### src/rtl/pipe_stage_reg.sv
// Pipeline stage register: valid/ready handshake, flush, bubble-gated control.
// Define PIPE_STAGE_SKID_EN to add a skid register (FULL state, registered ready_o).
module pipe_stage_reg #(
  parameter int DATA_W = 32,
  parameter int CTRL_W = 4,
  parameter int ADDR_W = 5
) (
  input  logic              clk_i,
  input  logic              rst_i,
  input  logic              valid_i,
  output logic              ready_o,
  input  logic              flush_i,
  input  logic [CTRL_W-1:0] ctrl_i,
  input  logic [ADDR_W-1:0] RDaddr_i,
  input  logic [DATA_W-1:0] ALUdata_i,
  input  logic [DATA_W-1:0] data_i,
  output logic              valid_o,
  input  logic              ready_i,
  output logic [CTRL_W-1:0] ctrl_o,
  output logic [ADDR_W-1:0] RDaddr_o,
  output logic [DATA_W-1:0] ALUdata_o,
  output logic [DATA_W-1:0] data_o,
  output logic              FW_o,
  output logic [1:0]        count_o
);

  // Encoding doubles as the held-entry count.
  typedef enum logic [1:0] {EMPTY = 2'd0, ONE = 2'd1, FULL = 2'd2} state_e;

  state_e            state_q;
  logic [CTRL_W-1:0] ctrl_q;
  logic [ADDR_W-1:0] rd_q;
  logic [DATA_W-1:0] alu_q;
  logic [DATA_W-1:0] data_q;
  logic              in_fire;
  logic              out_fire;

`ifdef PIPE_STAGE_SKID_EN
  logic [CTRL_W-1:0] sk_ctrl_q;
  logic [ADDR_W-1:0] sk_rd_q;
  logic [DATA_W-1:0] sk_alu_q;
  logic [DATA_W-1:0] sk_data_q;

  assign ready_o = (state_q != FULL);
`else
  // Without a skid slot the head can only be replaced while it is leaving.
  assign ready_o = ~valid_o | ready_i;
`endif

  assign valid_o   = (state_q != EMPTY);
  assign in_fire   = valid_i & ready_o;
  assign out_fire  = valid_o & ready_i;
  assign ctrl_o    = valid_o ? ctrl_q : '0;
  assign FW_o      = ctrl_o[0];
  assign RDaddr_o  = rd_q;
  assign ALUdata_o = alu_q;
  assign data_o    = data_q;
  assign count_o   = state_q;

  always_ff @(posedge clk_i) begin
    if (rst_i) begin
      state_q <= EMPTY;
      ctrl_q  <= '0;
      rd_q    <= '0;
      alu_q   <= '0;
      data_q  <= '0;
`ifdef PIPE_STAGE_SKID_EN
      sk_ctrl_q <= '0;
      sk_rd_q   <= '0;
      sk_alu_q  <= '0;
      sk_data_q <= '0;
`endif
    end else if (flush_i) begin
      state_q <= EMPTY;
    end else begin
      case (state_q)
        EMPTY: if (in_fire) begin
          state_q <= ONE;
          ctrl_q  <= ctrl_i;
          rd_q    <= RDaddr_i;
          alu_q   <= ALUdata_i;
          data_q  <= data_i;
        end
        ONE: if (in_fire && out_fire) begin
          ctrl_q <= ctrl_i;
          rd_q   <= RDaddr_i;
          alu_q  <= ALUdata_i;
          data_q <= data_i;
        end else if (out_fire) begin
          state_q <= EMPTY;
`ifdef PIPE_STAGE_SKID_EN
        end else if (in_fire) begin
          state_q   <= FULL;
          sk_ctrl_q <= ctrl_i;
          sk_rd_q   <= RDaddr_i;
          sk_alu_q  <= ALUdata_i;
          sk_data_q <= data_i;
`endif
        end
`ifdef PIPE_STAGE_SKID_EN
        FULL: if (out_fire) begin
          state_q <= ONE;
          ctrl_q  <= sk_ctrl_q;
          rd_q    <= sk_rd_q;
          alu_q   <= sk_alu_q;
          data_q  <= sk_data_q;
        end
`endif
        default: state_q <= EMPTY;
      endcase
    end
  end

endmodule
### config.mk
export PLATFORM = sky130hd
export DESIGN_NAME = pipe_stage_reg
export DESIGN_NICKNAME = d
export VERILOG_FILES = /design/src/rtl/pipe_stage_reg.sv
export SDC_FILE = /design/constraint.sdc
export NUM_CORES = 1
export LEC_CHECK = 0
export BUFFER_PORTS_ARGS = -buffer_cell sky130_fd_sc_hd__buf_2
export CAP_MARGIN = 20
export CORE_ASPECT_RATIO = 2
export CORE_UTILIZATION = 42
export DETAILED_ROUTE_END_ITERATION = 12
export PLACE_DENSITY_LB_ADDON = 0.25
export SKIP_LAST_GASP = 1
export SLEW_MARGIN = 20
export SYNTH_ARGS = -nofsm -noshare
export SYNTH_HDL_FRONTEND = slang
export SYNTH_SLANG_ARGS = --single-unit
### constraint.sdc
create_clock -name clk_i -period 1.3 [get_ports clk_i]
set_input_delay 0.26 -clock clk_i [delete_from_list [all_inputs] [get_ports clk_i]]
set_output_delay 0.26 -clock clk_i [all_outputs]
set_load 0.02 [all_outputs]
## Word-level counts from Yosys, hierarchy flattened

Cells that the tools add are included.

| cells by class | value |
|---|---|
| bitwise gates (word level) | 5 |
| equality and inequality tests | 5 |
| muxes and demuxes | 17 |
| reduce and logical (&&, ||, !) cells | 7 |

Operators with widths:

| kind | number |
|---|---|
| $mux W32 | 4 |
| $pmux W32 S2 | 2 |
| $mux W4 | 3 |
| $mux W5 | 2 |
| $pmux W5 S2 | 1 |
| $ne A2 B2 Y1 const B | 4 |
| $pmux W4 S2 | 1 |
| $mux W2 | 3 |
| $pmux W2 S2 | 1 |
| $reduce_and A4 Y1 | 1 |
| $reduce_bool A2 Y1 | 2 |
| $reduce_and A3 Y1 | 1 |
| $and A1 B1 Y1 | 2 |
| $eq A2 B1 Y1 const B | 1 |
| $logic_not A2 Y1 | 1 |
| $not A1 Y1 | 2 |
| $reduce_or A2 Y1 | 1 |
| $logic_and A1 B1 Y1 | 1 |
| $or A1 B1 Y1 | 1 |

| storage, ports and cells | value |
|---|---|
| input port bits | 78 |
| bits in registers | 75 |

## Depth between registers and ports, before layout

Gate-level depths: netlist of run 1.

| depth | value |
|---|---|
| depth after elaboration | 7 |
| depth in mapped cells | 5 |
| depth with buffers taken out | 3 |

## Worst setup path before layout of run 1

No wires, ideal clock.

| timing | value |
|---|---|
| path type | register to register |
| start point | reg state_q[0], in the netlist count_o[0] |
| end point | reg alu_q[0], in the netlist ALUdata_o[0] |
| library setup time | 0.072 ns |
| setup slack | -0.005 ns |
| data required time | 1.228 ns |
| arrival time | 1.233 ns |
| stages on the path, launching flop included | 6 |
| clock period less this slack | 1.305 ns |
| cell sequence | dfxtp_1 > nor2b_4 > nor3b_4 > buf_12 > buf_12 > mux2i_1 |

| on the way | value |
|---|---|
| word-level cells in the longest chain between the ends | 7 |
| elaborated cells on any way between the ends | 13 |

RTL lines:

| what | RTL line | text |
|---|---|---|
| start: declaration | 30 | `state_e state_q;` |
| start signal: assignment | 62 | `state_q <= EMPTY;` |
| start signal: assignment | 74 | `state_q <= EMPTY;` |
| start signal: assignment | 78 | `state_q <= ONE;` |
| $reduce_bool A2 Y1 | 50 | `assign valid_o = (state_q != EMPTY);` |
| $not A1 Y1 | 47 | `assign ready_o = ~valid_o \| ready_i;` |
| $or A1 B1 Y1 | 47 |  |
| $and A1 B1 Y1 | 51 | `assign in_fire = valid_i & ready_o;` |
| $logic_and A1 B1 Y1 | 84 | `ONE: if (in_fire && out_fire) begin` |
| $ne A2 B2 Y1 (no source line) | - |  |
| $reduce_and A4 Y1 (no source line) | - |  |
| end signal: assignment | 81 | `alu_q <= ALUdata_i;` |
| end signal: assignment | 87 | `alu_q <= ALUdata_i;` |
| end: declaration | 33 | `logic [DATA_W-1:0] alu_q;` |

Parallel ways exist; a longest one is shown, timed or not.
A chain may end at the register's enable or synchronous reset.

## Worst setup path in the final report of run 1

| timing | value |
|---|---|
| start point | reg state_q[0], in the netlist count_o[0] |
| end point | reg data_q[26], in the netlist data_o[26] |

| on the way | value |
|---|---|
| word-level cells in the longest chain between the ends | 7 |
| elaborated cells on any way between the ends | 13 |

RTL lines:

| what | RTL line | text |
|---|---|---|
| $reduce_bool A2 Y1 | 50 |  |
| $not A1 Y1 | 47 |  |
| $or A1 B1 Y1 | 47 |  |
| $and A1 B1 Y1 | 51 |  |
| $logic_and A1 B1 Y1 | 84 |  |
| $ne A2 B2 Y1 (no source line) | - |  |
| $reduce_and A4 Y1 (no source line) | - |  |
| end signal: assignment | 82 | `data_q <= data_i;` |
| end signal: assignment | 88 | `data_q <= data_i;` |
| end: declaration | 34 | `logic [DATA_W-1:0] data_q;` |

Parallel ways exist; a longest one is shown, timed or not.

==> impl_metrics.env, run 1 <==
export IMPL_crit_fanout=11
export IMPL_finalSetupViolCount=0
export IMPL_dpl_cell_area_mm2=0.00423
export IMPL_htreeDepth=3
export IMPL_synth_cell_types=14
export IMPL_gr_usage_met3=0.0559
export IMPL_core_mm2=0.00794
export IMPL_place_ws_ps=12.3
export IMPL_dr_first_iter_drc_count=112
export IMPL_dieArea_mm2=0.00860
export IMPL_crit_path_start_kind="register"
export IMPL_setup_slack_ps=2.52
export IMPL_wl_per_cell_um=13.6
export IMPL_timing_fmax_mhz=771
export IMPL_die_y_um=130
export IMPL_end_kind="register"
export IMPL_clk_latency_ps=320
export IMPL_clk_pin_slew_ps=60
export IMPL_grt_max_degree=56
export IMPL_drc=0
export IMPL_initial_core_util=0.434
export IMPL_area_growth_pct=36.1
export IMPL_rsz0062_at_grt="true"
export IMPL_synth_area_top_cells="dfxtp_1 (43%), nand2b_1 (26%), mux2i_1 (21%), buf_12 (4.6%), clkbuf_1 (1.6%)"
export IMPL_cts_root_buf="clkbuf_16"
export IMPL_dr_total_vias=2694
export IMPL_grt_ovfl_total=0
export IMPL_intPower_w=0.00444
export IMPL_status="complete, no violations"
export IMPL_power_frac_comb=0.148
export IMPL_maxSlewViolCount=0
export IMPL_holdWs_ps=142
export IMPL_cts_hold_fix_buffers=0
export IMPL_synth_largest_type_area_fraction=0.430
export IMPL_hold_violations=0
export IMPL_rows=46
export IMPL_ys_seq_elements=74
export IMPL_place_congestion=0.748
export IMPL_clockPowerShare=0.429
export IMPL_min_path_type="in -> reg"
export IMPL_syn_cell_area_mm2=0.00345
export IMPL_synth_cells=330
export IMPL_use_met2=0.314
export IMPL_worstSetupPathType="reg -> reg"
export IMPL_power_frac_seq=0.423
export IMPL_timing_final_crit_share=0.998
export IMPL_cts_tree="yes"
export IMPL_layout_drive_gt1_share=0.389
export IMPL_grt_use_total=0.171
export IMPL_max_vdd_ir_drop_uv=723
export IMPL_wl_mm=7.92
export IMPL_numClockSinks=74
export IMPL_antenna_found_initial=0
export IMPL_switching_share=0.232
export IMPL_period_needed_ps=1300
export IMPL_first_pass_iters=4
export IMPL_grt_pass1_vias=2577
export IMPL_ant_nets=0
export IMPL_final_area_mm2=0.00469
export IMPL_cap_violations=0
export IMPL_avgSynthCellArea_um2=10.4
export IMPL_cp_data_arrival_time_ps=1550
export IMPL_grt_busiest_layer="met2"
export IMPL_cts_buffers=9
export IMPL_grt_met1_usage=0.163
export IMPL_portBuffers=154
export IMPL_num_antenna_cells=0
export IMPL_dp_hpwl_mm=5.46
export IMPL_p_leak_nw=2.17
export IMPL_grt_pass1_wl_mm=11.1
export IMPL_final_nets=560
export IMPL_drt_vias_per_instance=4.63
export IMPL_finClkSkew_ps=6.14
export IMPL_finalPower_w=0.00579
export IMPL_clk_path_buf_depth=2
export IMPL_synth_warnings=0
export IMPL_power_switching_w=0.00134
export IMPL_syn_nets=408
export IMPL_yosysTopAreaCell="dfxtp_1"
export IMPL_io_pins=156
export IMPL_power_density_mw_per_mm2=1230
export IMPL_fp_dieW_um=66.1
export IMPL_required_ps=1550
export IMPL_ys_seq_area_frac=0.430
[layout by cell type (no fill, tap or decap), drive strengths merged]
| master | count |
|---|---|
| clkbuf | 17 |
| nand2b | 146 |
| bufinv | 1 |
| and2 | 4 |
| nor2b | 1 |
| nor3 | 1 |
| dfxtp | 74 |
| nor2 | 1 |
| clkinv | 1 |
| buf | 164 |
| nor3b | 1 |
| conb | 1 |
| inv | 1 |
| mux2i | 73 |
[synth_stat cells]
library cell / instances
mux2i_1: 73
buf_2: 1
conb_1: 1
nor2_1: 1
buf_12: 8
nor2b_4: 1
nor3_1: 1
nand2b_1: 146
buf_4: 3
clkbuf_1: 15
inv_1: 1
and2_2: 4
dfxtp_1: 74
nor3b_4: 1
[metal layers]
layer,vias to the layer above,part of all wire
li1,1350,-
met4,0,0.017
met3,9,0.060
met5,-,0
met2,91,0.56
met1,1244,0.36
[worst max-delay path: stages, from the launching register on]
cell and delay, ps:
dfxtp_2 320, nor2b_4 130, nor3b_4 190, buf_6 200, buf_12 160, mux2i_1 200
[path summary, 6_finish.rpt]
check / to / slack [ps] / cells after the start / start
setup / recovery: data_o[26] / 3 / 5 / count_o[0]
hold / removal: count_o[0] / 140 / 2 / flush_i
setup reg to reg: data_o[26] / 3 / 5 / count_o[0]
hold reg to reg: ALUdata_o[10] / 470 / 2 / ALUdata_o[10]
[flip-flops by register name, indices dropped and copies added (netlist names)]
name and count:
data_o 32, RDaddr_o 5, count_o 1, ALUdata_o 32, ctrl_q 4
[cell type report]
class / instances / area (µm²)
Fill cell: 744 / 3250
Multi-Input combinational cell: 228 / 1720
Sequential cell: 74 / 1480
Timing Repair Buffer: 168 / 1060
Clock buffer: 13 / 270
Tap cell: 96 / 120
Clock inverter: 2 / 35.0
Inverter: 1 / 3.75
[through the flow]
step | cells | setup TNS (ps) | util
2_1_floorplan | 330 | 0 | -
3_3_place_gp | 562 | 0 | 0.532
3_5_place_dp | 562 | 0 | 0.532
4_1_cts | 577 | -73.3 | 0.576
5_1_grt | 582 | -3790 | 0.591
6_report | 582 | 0 | 0.591
[power by group through the flow]
stage	logic, W	clock network, W	registers [W]
3_3_place_gp	0.000792	0	0.00249
6_report	0.000855	0.00248	0.00245
3_5_place_dp	0.000811	0	0.00250
5_1_grt	0.000921	0.00270	0.00246
4_1_cts	0.000819	0.00257	0.00245
2_1_floorplan	0.000404	0	0.00263
[logic make-up after synthesis]
kind of cell | after synthesis | synth area share
buffers and inverters | 28 | 0.0718
DFF | 74 | 0.430
muxes | 73 | 0.212
other | 1 | 0.00109
and+or+nand+nor | 154 | 0.286
[repair_timing]
| action | 4_1_cts | 5_1_grt |
|---|---|---|
| setup endpoints to repair | 8 | 78 |
| gates cloned | 0 | 5 |
| buffers inserted | 0 | 0 |
| resized for setup | 17 | 1 |
No activity file was read; power rests on OpenSTA's default activity.
==> inputs of run 2 (changes only) <==
==> constraint.sdc (replaced) <==
create_clock -name clk_i -period 1.15 [get_ports clk_i]
set_input_delay 0.23 -clock clk_i [delete_from_list [all_inputs] [get_ports clk_i]]
set_output_delay 0.23 -clock clk_i [all_outputs]
set_load 0.02 [all_outputs]
==> impl_metrics.env, run 2 (synthesis gave the netlist of run 1 again) <==
export IMPL_status="finished, violations left"
export IMPL_violations="setup timing"
export IMPL_ant_nets=0
export IMPL_grt_use_total=0.168
export IMPL_holdPathEnd="count_o[0]"
export IMPL_timing_final_crit_share=1.21
export IMPL_grt_pass1_wl_mm=10.8
export IMPL_wl_mm=7.68
export IMPL_power_density_mw_per_mm2=1450
export IMPL_worstSetupPathType="reg -> reg"
export IMPL_period_needed_ps=1390
export IMPL_reg2reg_slack_ps=-240
export IMPL_rr_startpoint="count_o[0]"
export IMPL_clk_pin_slew_ps=60
export IMPL_layout_common_cells="nand2b_1 (146), buf_2 (146), dfxtp_1 (73), mux2i_1 (73)"
export IMPL_drc=0
export IMPL_numClockSinks=74
export IMPL_hold_path_depth=2
export IMPL_maxSlewViolCount=0
export IMPL_crit_path_start_kind="register"
export IMPL_num_antenna_cells=0
export IMPL_initial_core_util=0.434
export IMPL_clk_path_buf_depth=2
export IMPL_rr_endpoint="data_o[22]"
export IMPL_io_pins=156
export IMPL_clk_latency_ps=330
export IMPL_grt_pass1_vias=2485
export IMPL_dp_cells=567
export IMPL_fin_cells=595
export IMPL_drt_vias_per_instance=4.46
export IMPL_timing_fmax_mhz=720
export IMPL_cts_root_buf="clkbuf_16"
export IMPL_wl_per_cell_um=12.9
export IMPL_crit_fanout=8
export IMPL_cpMaxStageDelayCell="dfxtp_4"
export IMPL_rsz0062_at_grt="true"
export IMPL_dp_hpwl_mm=5.26
export IMPL_grt_ovfl_total=0
export IMPL_reg2reg_depth=6
export IMPL_holdWs_ps=133
export IMPL_hp_start="flush_i"
export IMPL_first_pass_iters=4
export IMPL_layout_drive_gt1_share=0.407
export IMPL_dr_first_iter_drc_count=110
export IMPL_finClkSkew_ps=3.30
export IMPL_finalSetupViolCount=81
export IMPL_htreeDepth=3
export IMPL_p_leak_nw=2.28
export IMPL_dr_total_vias=2655
export IMPL_cp_data_arrival_time_ps=1640
export IMPL_place_congestion=0.755
export IMPL_setup_slack_ps=-239
export IMPL_antenna_found_initial=0
export IMPL_hold_violations=0
export IMPL_slowest_delay_ps=340
export IMPL_max_vdd_ir_drop_uv=1020
export IMPL_final_nets=572
export IMPL_end_kind="register"
export IMPL_crit_chain="nor2b_4 -> nor3b_4 -> buf_4 -> buf_12 -> clkbuf_16 -> mux2i_1"
export IMPL_rows=46
export IMPL_finalSetupTns_ps=-15520
export IMPL_cts_buffers=9
export IMPL_dieArea_mm2=0.00860
export IMPL_fp_dieW_um=66.1
export IMPL_die_y_um=130
export IMPL_core_mm2=0.00794
export IMPL_area_growth_pct=42.5
export IMPL_required_ps=1400
export IMPL_grt_max_degree=80
export IMPL_cap_violations=0
export IMPL_portBuffers=154
export IMPL_min_path_type="in -> reg"
export IMPL_cts_tree="yes"
## run 2: cell count changes in the layout (fill, tap and decap cells not counted), sizes merged
cell,previous run,this run
buf,164,175
bufinv,1,3
## run 2: cell type report
| class | count | area [µm²] |
|---|---|---|
| clock buffer | 12 | 268 |
| sequential | 74 | 1490 |
| timing repair buffer | 180 | 1220 |
| clock inverter | 4 | 95.1 |
| tap | 96 | 120 |
| inverter | 1 | 3.75 |
| multi-input combinational | 228 | 1720 |
| fill | 664 | 3030 |
## run 2: power by group
part | internal [W] | total [W] | switching [W] | leakage (nW)
clock | 0.00231 | 0.00333 | 0.00102 | 0.178
sequential | 0.00270 | 0.00277 | 0.0000682 | 0.606
combinational | 0.000528 | 0.00102 | 0.000490 | 1.50
## run 2: how the worst max path moves through the flow
stage	depth (start not counted)	start	to
2_1_floorplan	5	count_o[0]	ALUdata_o[0]
3_3_place_gp	5	count_o[0]	data_o[29]
3_5_place_dp	5	count_o[0]	data_o[20]
4_1_cts	5	count_o[0]	data_o[27]
5_1_grt	6	count_o[0]	ALUdata_o[5]
6_report	6	count_o[0]	data_o[22]
## run 2: critical path: cells and delay by family (launching register included)
kind / cells / cell delay, ps
buffers and inverters: 3 / 440
flip-flops: 1 / 340
multiplexers: 1 / 180
AND/OR/NAND/NOR: 2 / 360
## run 2: per-layer routing
layer  up-vias  routed length (µm)  global-route usage
li1       1378                   -                   -
met2        86                4260               0.315
met5         -                   0                   0
met1      1183                2880               0.159
met4         0                 119              0.0851
met3         8                 427              0.0516
## run 2: metrics by stage
step	total power (W)	utilization	instance area [µm²]	setup WS (ps)
6_report	0.00712	0.619	4910	-239
5_1_grt	0.00739	0.619	4910	-297
4_1_cts	0.00715	0.595	4730	-217
3_5_place_dp	0.00374	0.537	4270	-193
3_3_place_gp	0.00373	0.537	4270	-128
2_1_floorplan	0.00343	-	3450	-97.1
## run 2: repair_timing
action | in CTS | in global routing
hold buffers | 0 | 0
endpoints found under the setup margin | 78 | 81
gates cloned | 1 | 5
buffers inserted | 4 | 3
pin swaps | 0 | 1
hold endpoints to repair | 0 | 0
gates resized for setup | 21 | 13
